`src/rtl/stream_to_hs_adapter.sv`:
```
// AXI-Stream to ap_hs adapter: DEPTH-entry FIFO packing {tdata, tid, tlast} into a 72-bit word.
// Optional STREAM_TO_HS_TDEST_CHECK_EN discards beats whose tdest differs from accID.
module stream_to_hs_adapter #(
  parameter int unsigned DEPTH = 4
) (
  input  logic        clk,
  input  logic        aresetn,
  input  logic [4:0]  accID,
  input  logic [63:0] inStream_tdata,
  input  logic [4:0]  inStream_tid,
  input  logic [4:0]  inStream_tdest,
  input  logic        inStream_tlast,
  input  logic        inStream_tvalid,
  output logic        inStream_tready,
  output logic [71:0] out_hs,
  output logic        out_hs_ap_vld,
  input  logic        out_hs_ap_ack,
  output logic [6:0]  level,
  output logic [15:0] drop_count
);

  localparam int unsigned AW      = (DEPTH > 1) ? $clog2(DEPTH) : 1;
  localparam logic [6:0]  DEPTH_L = 7'(DEPTH);

  logic [71:0]   mem [DEPTH];
  logic [AW-1:0] wr_ptr;
  logic [AW-1:0] rd_ptr;
  logic [6:0]    level_q;
  logic          accept;
  logic          dest_ok;
  logic          wr_en;
  logic          pop;

  assign inStream_tready = (level_q < DEPTH_L);
  assign out_hs_ap_vld   = (level_q != '0);
  assign out_hs          = mem[rd_ptr];
  assign level           = level_q;

  assign accept = inStream_tvalid && inStream_tready;
  assign wr_en  = accept && dest_ok;
  assign pop    = out_hs_ap_vld && out_hs_ap_ack;

`ifdef STREAM_TO_HS_TDEST_CHECK_EN
  logic [15:0] drop_q;

  assign dest_ok    = (inStream_tdest == accID);
  assign drop_count = drop_q;

  // Rejected beats are still handshaken so the upstream never stalls on them.
  always_ff @(posedge clk) begin
    if (!aresetn) begin
      drop_q <= '0;
    end else if (accept && !dest_ok && (drop_q != '1)) begin
      drop_q <= drop_q + 16'd1;
    end
  end
`else
  logic unused_dest;

  assign dest_ok     = 1'b1;
  assign drop_count  = '0;
  assign unused_dest = ^{inStream_tdest, accID};
`endif

  always_ff @(posedge clk) begin
    if (!aresetn) begin
      wr_ptr  <= '0;
      rd_ptr  <= '0;
      level_q <= '0;
    end else begin
      if (wr_en) wr_ptr <= wr_ptr + 1'b1;
      if (pop)   rd_ptr <= rd_ptr + 1'b1;
      case ({wr_en, pop})
        2'b10:   level_q <= level_q + 7'd1;
        2'b01:   level_q <= level_q - 7'd1;
        default: level_q <= level_q;
      endcase
    end
  end

  always_ff @(posedge clk) begin
    if (aresetn && wr_en) begin
      mem[wr_ptr] <= {inStream_tdata, 1'b0, inStream_tid, 1'b0, inStream_tlast};
    end
  end

endmodule

```
`config.mk`:
```
export PLATFORM = sky130hd
export DESIGN_NAME = stream_to_hs_adapter
export DESIGN_NICKNAME = d
export VERILOG_FILES = /design/src/rtl/stream_to_hs_adapter.sv
export SDC_FILE = /design/constraint.sdc
export NUM_CORES = 1
export LEC_CHECK = 0
export BUFFER_PORTS_ARGS = -buffer_cell sky130_fd_sc_hd__buf_4
export CAP_MARGIN = 5
export CORE_MARGIN = 3
export CORE_UTILIZATION = 25
export DETAILED_ROUTE_END_ITERATION = 16
export PLACE_DENSITY = 0.42
export SKIP_LAST_GASP = 1
export SLEW_MARGIN = 15
export SYNTH_ARGS = -nofsm -noshare
export SYNTH_HDL_FRONTEND = slang
export SYNTH_SLANG_ARGS = --single-unit
```
`constraint.sdc`:
```
create_clock -name clk -period 3.14 [get_ports clk]
set_input_delay 0.628 -clock clk [delete_from_list [all_inputs] [get_ports clk]]
set_output_delay 0.628 -clock clk [all_outputs]
set_load 0.005 [all_outputs]
```
[Word-level counts from Yosys, hierarchy flattened]
Memory sizes are Yosys's and may differ from the RTL's. A register that Yosys moved wholly into a read port is not among the register bits.
Index checks and enable logic that the tools add are counted.
Storage, ports and cells
  input bits: 84
  register bits after elaboration: 11
  memories: 1
  bits in writable memories: 280
Operators by class
  add/sub/neg operators: 4
  multiplexer cells: 5
  reduce and logical (&&, ||, !) cells: 5
  eq/ne operators: 2
  magnitude comparators: 1
Memories
  mem: words 4, width 70, rd ports 1, clocked after memory_dff 1, write ports 1, line 25  | logic [71:0] mem [DEPTH];
Operators with widths (count)
  $pmux W7 S2: 1
  $add A7 B1 Y7 const B: 1
  $lt A7 B3 Y1 const B: 1
  $reduce_bool A7 Y1: 1
  $sub A7 B1 Y7 const B: 1
  $add A2 B1 Y2 const B: 2
  $mux W2: 2
  $logic_and A1 B1 Y1: 3
  $eq A2 B1 Y1 const B: 1
  $eq A2 B2 Y1 const B: 1
  $mux W1: 2
  $reduce_bool A2 Y1: 1

[Depth between registers and ports, before layout]
Gate-level depths: netlist of run 1.
  depth after elaboration: 5
  depth in mapped cells: 11
  depth with buffers taken out: 10

[Least setup slack after synthesis of run 1]
No wires, ideal clock.
  path kind: input to register
  start: in aresetn
  end: mem mem[0][0] (netlist name), enable pin
  setup time: 0.436 ns
  arrival: 2.594 ns
  path slack: 0.110 ns
  stages: 2
  path through: clkbuf_1 -> and3_1
On the way
  longest elaborated chain between the ends: 3
Ends and longest elaborated chain
  from (decl): line 7  | input logic aresetn,
  $logic_and A1 B1 Y1: line 82  | if (aresetn && wr_en) begin
  $mux W1: line 82
  $mux W1 (not written as such): line 83  | mem[wr_ptr] <= {inStream_tdata, 1'b0, inStream_tid, 1'b0, inStream_tlast};
  to (decl): line 25
No other way between the ends.

==> results of run 1 <==
## area by class of cell
type	count	area (µm²)	share of cell area, %
clock inverter	20	186	1.32
sequential	293	8680	61.4
multi-input combinational	164	2230	15.8
tap	585	732	5.18
timing repair buffer	166	1320	9.35
inverter	7	26.3	0.186
clock buffer	46	960	6.79
## cells in the final DEF (no fill, tap or decap), drive strengths merged, types with 2 or more instances in the layout
cell / count
nor2: 8
a211oi: 2
dfxtp: 13
inv: 10
bufinv: 3
and2: 8
clkinv: 11
clkinvlp: 3
edfxtp: 280
mux4: 70
and3: 5
o211ai: 2
clkbuf: 46
nand2: 8
nand3: 6
conb: 18
buf: 166
o21ai: 3
a21oi: 5
ha: 10
xnor2: 4
xor2: 3
## logic make-up (layout without fill, tap and decap cells)
| group | after synthesis | in the layout | share of synthesized area (%) |
|---|---|---|---|
| xor gates and xnor gates | 7 | 7 | 0.553 |
| DFF | 293 | 293 | 78.1 |
| buffers and inverters | 45 | 239 | 2.49 |
| adders and majority gates | 11 | 11 | 1.31 |
| and+or+nand+nor | 39 | 39 | 2.00 |
| other | 1 | 18 | 0.0338 |
| AOI/OAI and AO/OA | 19 | 19 | 1.26 |
| muxes | 70 | 70 | 14.2 |
## worst max-delay path, delay by kind of cell (launching register included)
| family | cells | cell delay, ns |
|---|---|---|
| buf+inv | 2 | 0.52 |
| flops | 1 | 0.71 |
| mux | 1 | 0.38 |
## per-layer routing
layer	vias up	track usage [%]	routed length [µm]
met1	2752	12.6	10100
met2	127	17.9	12300
met4	2	3.33	562
met5	-	0	13
met3	44	3.67	1520
li1	2351	-	-
## path summary, 6_finish.rpt
path | start | to | slack, ns | cells past startpoint
worst max register to register | level[3] | level[6] | 0.44 | 10
worst max-delay path | register | out_hs[18] | 0.36 | 3
worst min register to register | wr_ptr[1] | wr_ptr[1] | 0.49 | 2
worst min-delay path | inStream_tdata[25] | mem[3][31] | 0.29 | 1
## per-stage QoR
stage               power (mW)  std cells
finish                    11.7       1281
global route              12.4       1281
CTS                       12.0       1281
detailed placement        7.96       1215
global placement          7.90       1215
floorplan                 6.58        502
## flip-flops by register name (all words and copies together), names as in the netlist, named ones only
name	flops
wr_ptr	2
rd_ptr	2
mem	280
level	7
## power groups by stage
stage / clock network, mW / registers (mW) / logic [mW]
global route: 4.32 / 4.79 / 3.33
detailed placement: 0 / 4.86 / 3.10
finish: 3.96 / 4.77 / 3.01
CTS: 4.14 / 4.78 / 3.12
global placement: 0 / 4.83 / 3.07
floorplan: 0 / 4.77 / 1.81
==> results.py, run 1 <==
metrics = {
    "floorplan": {
        "rows": 76,
        "die_x_um": 217,
        "ios": 181,
        "die_area_um2": 46900,
        "initial_core_util_pct": 25.5,
        "fp.coreArea_um2": 43500,
        "die_h_um": 217,
    },
    "clocking": {
        "cts_tree": "done",
        "cts_hold_buf": 0,
        "cts_resized": 0,
        "clkTransAtPathRegs_ns": 0.06,
        "cts_buffers": 36,
        "insertion_delay_ns": 0.53,
        "clockRootBuffer": "clkbuf_16",
        "htreeDepth": 2,
        "cts_buffer_depth": 3,
        "postCtsSetupBuffers": 0,
        "cts.sinks": 293,
    },
    "timing": {
        "final_max_slew_viol_count": 0,
        "setup-violations-final": 0,
        "hold_violations": 0,
        "skew_ns": 0.0161,
        "hold_ws_ns": 0.294,
        "rsz0062_at_grt": "false",
        "fin_crit_sh_pct": 88.6,
        "fin_crit_ns": 2.78,
        "tightest_slew_ns": 0.649,
        "tns_ns": 0,
        "clock.fmax_mhz": 359,
        "fin_ws_ns": 0.357,
        "slew_headroom_pct": 56.8,
    },
    "power": {
        "pwr-share-seq_pct": 40.6,
        "p_int_mw": 8.63,
        "cellPowerDensity_nw_per_um2": 830,
        "clockPowerShare_pct": 33.8,
        "pwr-share-comb_pct": 25.6,
        "netSwitchingPower_mw": 3.10,
        "total_leakage_power_nw": 4.70,
        "switching_share_pct": 26.5,
        "ir_worst_vdd_uv": 499,
    },
    "final_layout": {
        "area_delta_synth_final_pct": 27.4,
        "fin_util_pct": 32.5,
        "diodes": 0,
        "fin_nets": 763,
        "n_fill_cell": 4166,
        "layout-drive-gt1-share_pct": 43.0,
        "final_cell_area_um2": 14100,
    },
    "yosys": {
        "netlist.area_leader.share_pct": 75.8,
        "synth_most_common_cell": "edfxtp_1",
        "synth_commonest_cells": "edfxtp_1 (280), mux4_2 (70), buf_4 (26)",
        "ys_warn_count": 0,
        "synth_edf_count": 280,
        "netlist_area_um2": 11100,
        "synth_top_area_cell": "edfxtp_1",
        "syn_area_per_cell_um2": 22.9,
        "seq_area_frac_synth_pct": 78.1,
        "ys_top_cells_by_area": "edfxtp_1 (76%), mux4_2 (14%), dfxtp_1 (2.3%)",
        "synthCells": 485,
        "synth-main-ff-cell": "edfxtp_1",
        "ys_async_sr_fraction_pct": 0,
        "synthDistinctLibCells": 33,
        "synth_seq_cells": 293,
    },
    "drt": {
        "finalWirelength_mm": 24.5,
        "vias": 5276,
        "drc_errors": 0,
        "wl_per_cell_um": 19.2,
        "dr.pass1.iters": 4,
        "ant_nets": 0,
        "viasPerCell": 4.12,
        "drtIter0Drc": 268,
    },
    "worst_setup_path": {
        "crit_path_end_kind": "output port",
        "cp_slowest_cell": "dfxtp_4",
        "path_cells": "buf_4 > mux4_2 > buf_4",
        "critPathMaxFanout": 31,
        "critPathMostFrequentCell": "buf_4",
        "cp.arrival_ns": 2.15,
        "startpoint_type": "register",
        "max_stage_delay_ns": 0.71,
        "required_ns": 2.51,
        "path_class": "register to output port",
    },
    "run_status": {
        "status": "finished clean",
    },
    "placed_design": {
        "io_buffers": 152,
        "post_dp_cell_area_um2": 13000,
        "dp_hpwl_mm": 14.6,
        "dp_slack_ns": 0.428,
        "place.gp.congestion": 0.712,
    },
    "grt": {
        "grt_pass1_wl_mm": 36.9,
        "grt_remaining_overflow": 0,
        "grt_pass1_vias": 5970,
        "grt_usage_pct": 10.5,
        "antenna_found_initial": 1,
        "grt_max_degree": 43,
    },
    "job": {
        "max-cap-violations": 0,
    },
    "worst_hold_path": {
        "holdCritPathClass": "primary input to register",
    },
}
No activity file was read; power rests on OpenSTA's default activity.
==> run 2: changes to the inputs <==
--- a/config.mk
+++ b/config.mk
@@ -7,9 +7,11 @@
 export LEC_CHECK = 0
 export BUFFER_PORTS_ARGS = -buffer_cell sky130_fd_sc_hd__buf_4
 export CAP_MARGIN = 5
+export CORE_ASPECT_RATIO = 1.25
 export CORE_MARGIN = 3
 export CORE_UTILIZATION = 25
 export DETAILED_ROUTE_END_ITERATION = 16
+export GPL_TIMING_DRIVEN = 0
 export PLACE_DENSITY = 0.42
 export SKIP_LAST_GASP = 1
 export SLEW_MARGIN = 15
==> run 2 against run 1 <==
Net effect: non-clock buffer count rose by 30; sequential share of layout area fell by 0.61 points; hold slack got worse by 0.030 ns; clock skew fell by 0.0067 ns; critical path depth rose by 1; global-route usage fell by 0.055 points; wire length rose by 1.0%; critical path type unchanged; worst setup slack got worse by 0.073 ns; core utilization rose by 0.27 points.
==> results.py, run 2 (synthesis gave the netlist of run 1 again) <==
metrics = {
    "final_layout": {
        "top_register": "mem",
        "final_cell_mix": "edfxtp_1 (280), buf_4 (178), mux4_2 (70)",
        "fin_util_pct": 32.8,
        "layout-drive-gt1-share_pct": 45.5,
        "largest_reg_flops": 280,
        "area_delta_synth_final_pct": 28.6,
        "final_common_cell": "edfxtp_1",
        "fin_nets": 788,
    },
    "timing": {
        "setup-violations-final": 0,
        "rsz0062_at_grt": "false",
        "final_max_slew_viol_count": 0,
        "hold_violations": 0,
        "fin_crit_ns": 2.86,
        "fin_crit_sh_pct": 90.9,
        "slew_headroom_pct": 58.1,
        "tns_ns": 0,
        "clock.fmax_mhz": 350,
        "skew_ns": 0.00947,
        "tightest_slew_ns": 0.629,
    },
    "worst_setup_path": {
        "r2r-end": "level[6]",
        "worst-r2r-cell-count": 11,
        "startpoint_type": "register",
        "cp.arrival_ns": 2.23,
        "crit_path_end_kind": "output port",
        "max_stage_delay_ns": 0.53,
        "required_ns": 2.51,
        "cp_slowest_cell": "clkbuf_1",
        "rrSetupSlack_ns": 0.32,
        "path_cells": "buf_2 > clkbuf_1 > mux4_2 > buf_4",
        "reg2reg_from": "level[6]",
        "critPathMaxFanout": 10,
        "path_class": "register to output port",
    },
    "floorplan": {
        "initial_core_util_pct": 25.5,
        "rows": 85,
        "die_area_um2": 47000,
        "die_x_um": 194,
        "ios": 181,
        "fp.coreArea_um2": 43500,
        "die_h_um": 242,
    },
    "clocking": {
        "cts_tree": "done",
        "htreeDepth": 1,
        "clkTransAtPathRegs_ns": 0.07,
        "cts_buffer_depth": 3,
        "postCtsSetupBuffers": 0,
        "clockRootBuffer": "clkbuf_16",
        "insertion_delay_ns": 0.56,
        "cts.sinks": 293,
        "cts_buffers": 31,
    },
    "drt": {
        "finalWirelength_mm": 24.8,
        "ant_nets": 0,
        "dr.pass1.iters": 4,
        "vias": 5365,
        "wl_per_cell_um": 19.3,
        "drtIter0Drc": 188,
        "drc_errors": 0,
        "viasPerCell": 4.18,
    },
    "worst_hold_path": {
        "worstHoldStart": "inStream_tid[1]",
        "min_path_cells": 1,
        "min_to": "mem[0][2]",
        "holdCritPathClass": "primary input to register",
    },
    "grt": {
        "grt_usage_pct": 10.5,
        "grt_pass1_vias": 6178,
        "antenna_found_initial": 1,
        "grt_max_degree": 43,
        "grt_pass1_wl_mm": 37.9,
        "grt_remaining_overflow": 0,
    },
    "power": {
        "total_leakage_power_nw": 4.83,
        "cellPowerDensity_nw_per_um2": 821,
        "ir_worst_vdd_uv": 435,
    },
    "job": {
        "max-cap-violations": 0,
    },
    "placed_design": {
        "io_buffers": 152,
        "place.gp.congestion": 0.770,
        "dp_hpwl_mm": 16.2,
    },
    "run_status": {
        "status": "finished clean",
    },
}
==> run 2: cell types whose count changed in the layout (fill, tap and decap cells not counted), sizes merged <==
cell,before,now
clkinv,11,13
diode,0,1
bufinv,3,7
inv,10,7
clkinvlp,3,5
buf,166,192
clkbuf,46,36
==> run 2: how the worst max path moves through the flow <==
stage | startpoint | end | cells past startpoint
6_report | register | out_hs[48] | 4
5_1_grt | register | out_hs[48] | 4
4_1_cts | register | out_hs[14] | 4
3_5_place_dp | inStream_tvalid | level[6] | 11
3_3_place_gp | aresetn | mem[0][61] | 3
2_1_floorplan | aresetn | mem[0][0] | 2
==> run 2: cell type report <==
| type | count | area (µm²) |
|---|---|---|
| Antenna cell | 1 | 2.50 |
| Buffer | 38 | 251 |
| Clock buffer | 32 | 779 |
| Clock inverter | 25 | 320 |
| Fill cell | 4183 | 29200 |
| Inverter | 7 | 26.3 |
| Multi-Input combinational cell | 164 | 2230 |
| Sequential cell | 293 | 8670 |
| Tap cell | 565 | 707 |
| Timing Repair Buffer | 158 | 1280 |
==> run 2: critical path, delay by kind of cell (launching register included) <==
family	cells	cell delay, ns
muxes	1	0.43
DFF	1	0.30
buffers and inverters	3	0.94
==> run 2: through the flow <==
step	std cells	total power, mW	worst slack [ns]	hold slack [ns]	area (µm²)
finish	1283	11.7	0.285	0.264	14300
global route	1282	12.4	0.0863	0.223	14300
CTS	1282	12.0	0.0651	0.214	14300
detailed placement	1225	8.02	0.196	0.497	13200
global placement	1219	7.93	-1.74	0.476	13000
floorplan	502	6.58	0.110	0.462	11200
==> run 2: power breakdown <==
| group | leakage, nW | switching, mW | total [mW] | internal (mW) |
|---|---|---|---|---|
| Clock | 0.527 | 1.50 | 3.88 | 2.38 |
| Combinational | 1.66 | 1.48 | 3.13 | 1.65 |
| Sequential | 2.64 | 0.117 | 4.70 | 4.58 |
==> run 2: routing by layer <==
layer  GRT usage (%)  wire (µm)
met1            12.6       9980
met2            18.6      12700
met3            2.84       1580
met4            2.92        525
met5               0          0
==> run 2: what timing repair did <==
action / CTS / global route
gates resized for setup: 0 / 2
setup endpoints to repair: 0 / 1
hold buffers: 0 / 0
==> run 3: changes to the inputs <==
--- a/config.mk
+++ b/config.mk
@@ -7,7 +7,7 @@
 export LEC_CHECK = 0
 export BUFFER_PORTS_ARGS = -buffer_cell sky130_fd_sc_hd__buf_4
 export CAP_MARGIN = 5
-export CORE_ASPECT_RATIO = 1.25
+export CORE_ASPECT_RATIO = 0.7
 export CORE_MARGIN = 3
 export CORE_UTILIZATION = 25
 export DETAILED_ROUTE_END_ITERATION = 16
==> run 3 against run 2 <==
Net effect: clock skew rose by 0.0060 ns; hold slack improved by 0.00060 ns; count of clock-buffer cells in the layout rose by 7; critical endpoint is now out_hs[11]; sequential power barely moved; global-route usage fell by 0.40 points; critical path type unchanged; final cell count rose by 1.0%; final area fell by 1.0%; register-to-register slack barely moved; wire length fell by 3.9%; worst setup slack got worse by 0.11 ns; clock power fell by 10%; die area barely moved.
==> results.py, run 3 (synthesis gave the netlist of run 1 again) <==
metrics = {
    "run_status": {
        "status": "finished clean",
    },
    "clocking": {
        "insertion_delay_ns": 0.56,
        "cts_tree": "done",
        "clkTransAtPathRegs_ns": 0.06,
        "postCtsSetupBuffers": 0,
        "cts.sinks": 293,
        "cts_hold_buf": 0,
        "cts_resized": 0,
        "cts_buffer_depth": 3,
        "clockRootBuffer": "clkbuf_16",
        "htreeDepth": 1,
        "cts_buffers": 30,
    },
    "final_layout": {
        "fin_cells": 1296,
        "ff_latch_area_um2": 8670,
        "layout-drive-gt1-share_pct": 43.7,
        "fin_nets": 785,
        "final_common_cell": "edfxtp_1",
        "multi_input_comb_area_um2": 2230,
        "top_register": "mem",
        "final_cell_mix": "edfxtp_1 (280), buf_4 (178), mux4_2 (70)",
        "area_delta_synth_final_pct": 27.2,
        "final_cell_area_um2": 14100,
        "fin_util_pct": 32.8,
        "n_fill_cell": 4209,
        "largest_reg_flops": 280,
        "diodes": 0,
    },
    "floorplan": {
        "fp.coreArea_um2": 43000,
        "rows": 63,
        "ios": 181,
        "die_area_um2": 47000,
        "initial_core_util_pct": 25.8,
        "die_h_um": 182,
        "die_x_um": 258,
    },
    "drt": {
        "wl_per_cell_um": 18.4,
        "ant_nets": 0,
        "drtIter0Drc": 311,
        "drc_errors": 0,
        "dr.pass1.iters": 4,
        "finalWirelength_mm": 23.8,
        "vias": 5334,
        "viasPerCell": 4.12,
    },
    "grt": {
        "antenna_found_initial": 0,
        "grt_pass1_wl_mm": 36.2,
        "grt_usage_pct": 10.1,
        "grt_pass1_vias": 5944,
        "grt_remaining_overflow": 0,
        "grt_max_degree": 37,
    },
    "placed_design": {
        "place.gp.congestion": 0.687,
        "post_dp_cell_area_um2": 13200,
        "dp_slack_ns": 0.205,
        "dp.cells": 1243,
        "io_buffers": 152,
        "dp_hpwl_mm": 15.3,
    },
    "worst_setup_path": {
        "path_cells": "buf_2 > clkbuf_1 > mux4_2 > buf_4",
        "max_stage_delay_ns": 0.58,
        "startpoint_type": "register",
        "required_ns": 2.51,
        "critPathMaxFanout": 10,
        "path_class": "register to output port",
        "rrSetupSlack_ns": 0.32,
        "cp_slowest_cell": "clkbuf_1",
        "crit_buf_inv": 3,
        "crit_path_end_kind": "output port",
        "cp.arrival_ns": 2.34,
        "critical_path.top_delay_family": "buffers and inverters",
    },
    "timing": {
        "slew_headroom_pct": 53.8,
        "setup-violations-final": 0,
        "hold_violations": 0,
        "fin_crit_sh_pct": 94.5,
        "tightest_slew_ns": 0.694,
        "rsz0062_at_grt": "false",
        "clock.fmax_mhz": 337,
        "fin_ws_ns": 0.174,
        "skew_ns": 0.0155,
        "final_max_slew_viol_count": 0,
        "tns_ns": 0,
        "fin_crit_ns": 2.97,
        "hold_ws_ns": 0.265,
    },
    "power": {
        "cellPowerDensity_nw_per_um2": 799,
        "total_power_mw": 11.3,
        "total_leakage_power_nw": 4.75,
        "ir_worst_vdd_uv": 460,
    },
    "worst_hold_path": {
        "holdCritPathClass": "primary input to register",
    },
    "job": {
        "max-cap-violations": 0,
    },
}
-- run 3: power by group --
part	internal, mW	switching (mW)
combinational	1.65	1.46
clock	2.04	1.44
sequential	4.58	0.113
-- run 3: routing by layer --
metal  share of wire, %  track usage, %  routed length (µm)  up-vias
li1                   -               -                   -     2385
met1                 39            12.0                9410     2809
met2                 53            18.3               12600      107
met3                5.1            2.52                1210       33
met4                2.6            2.52                 610        0
met5                  0               0                   0        -
-- run 3: cell type report --
class / instances / share of cell area [%]
Sequential cell: 293 / 61.4
Tap cell: 585 / 5.19
Buffer: 38 / 1.77
Multi-Input combinational cell: 164 / 15.8
Timing Repair Buffer: 156 / 8.86
Clock inverter: 14 / 1.05
Clock buffer: 39 / 5.71
Inverter: 7 / 0.186
-- run 3: path summary, 6_finish.rpt --
| kind | from | end | cells after the start |
|---|---|---|---|
| worst max-delay path | register | out_hs[11] | 4 |
| worst min register to register | wr_ptr[1] | wr_ptr[1] | 2 |
| worst min-delay path | inStream_tdata[12] | mem[3][18] | 1 |
| worst max register to register | level[6] | level[6] | 11 |
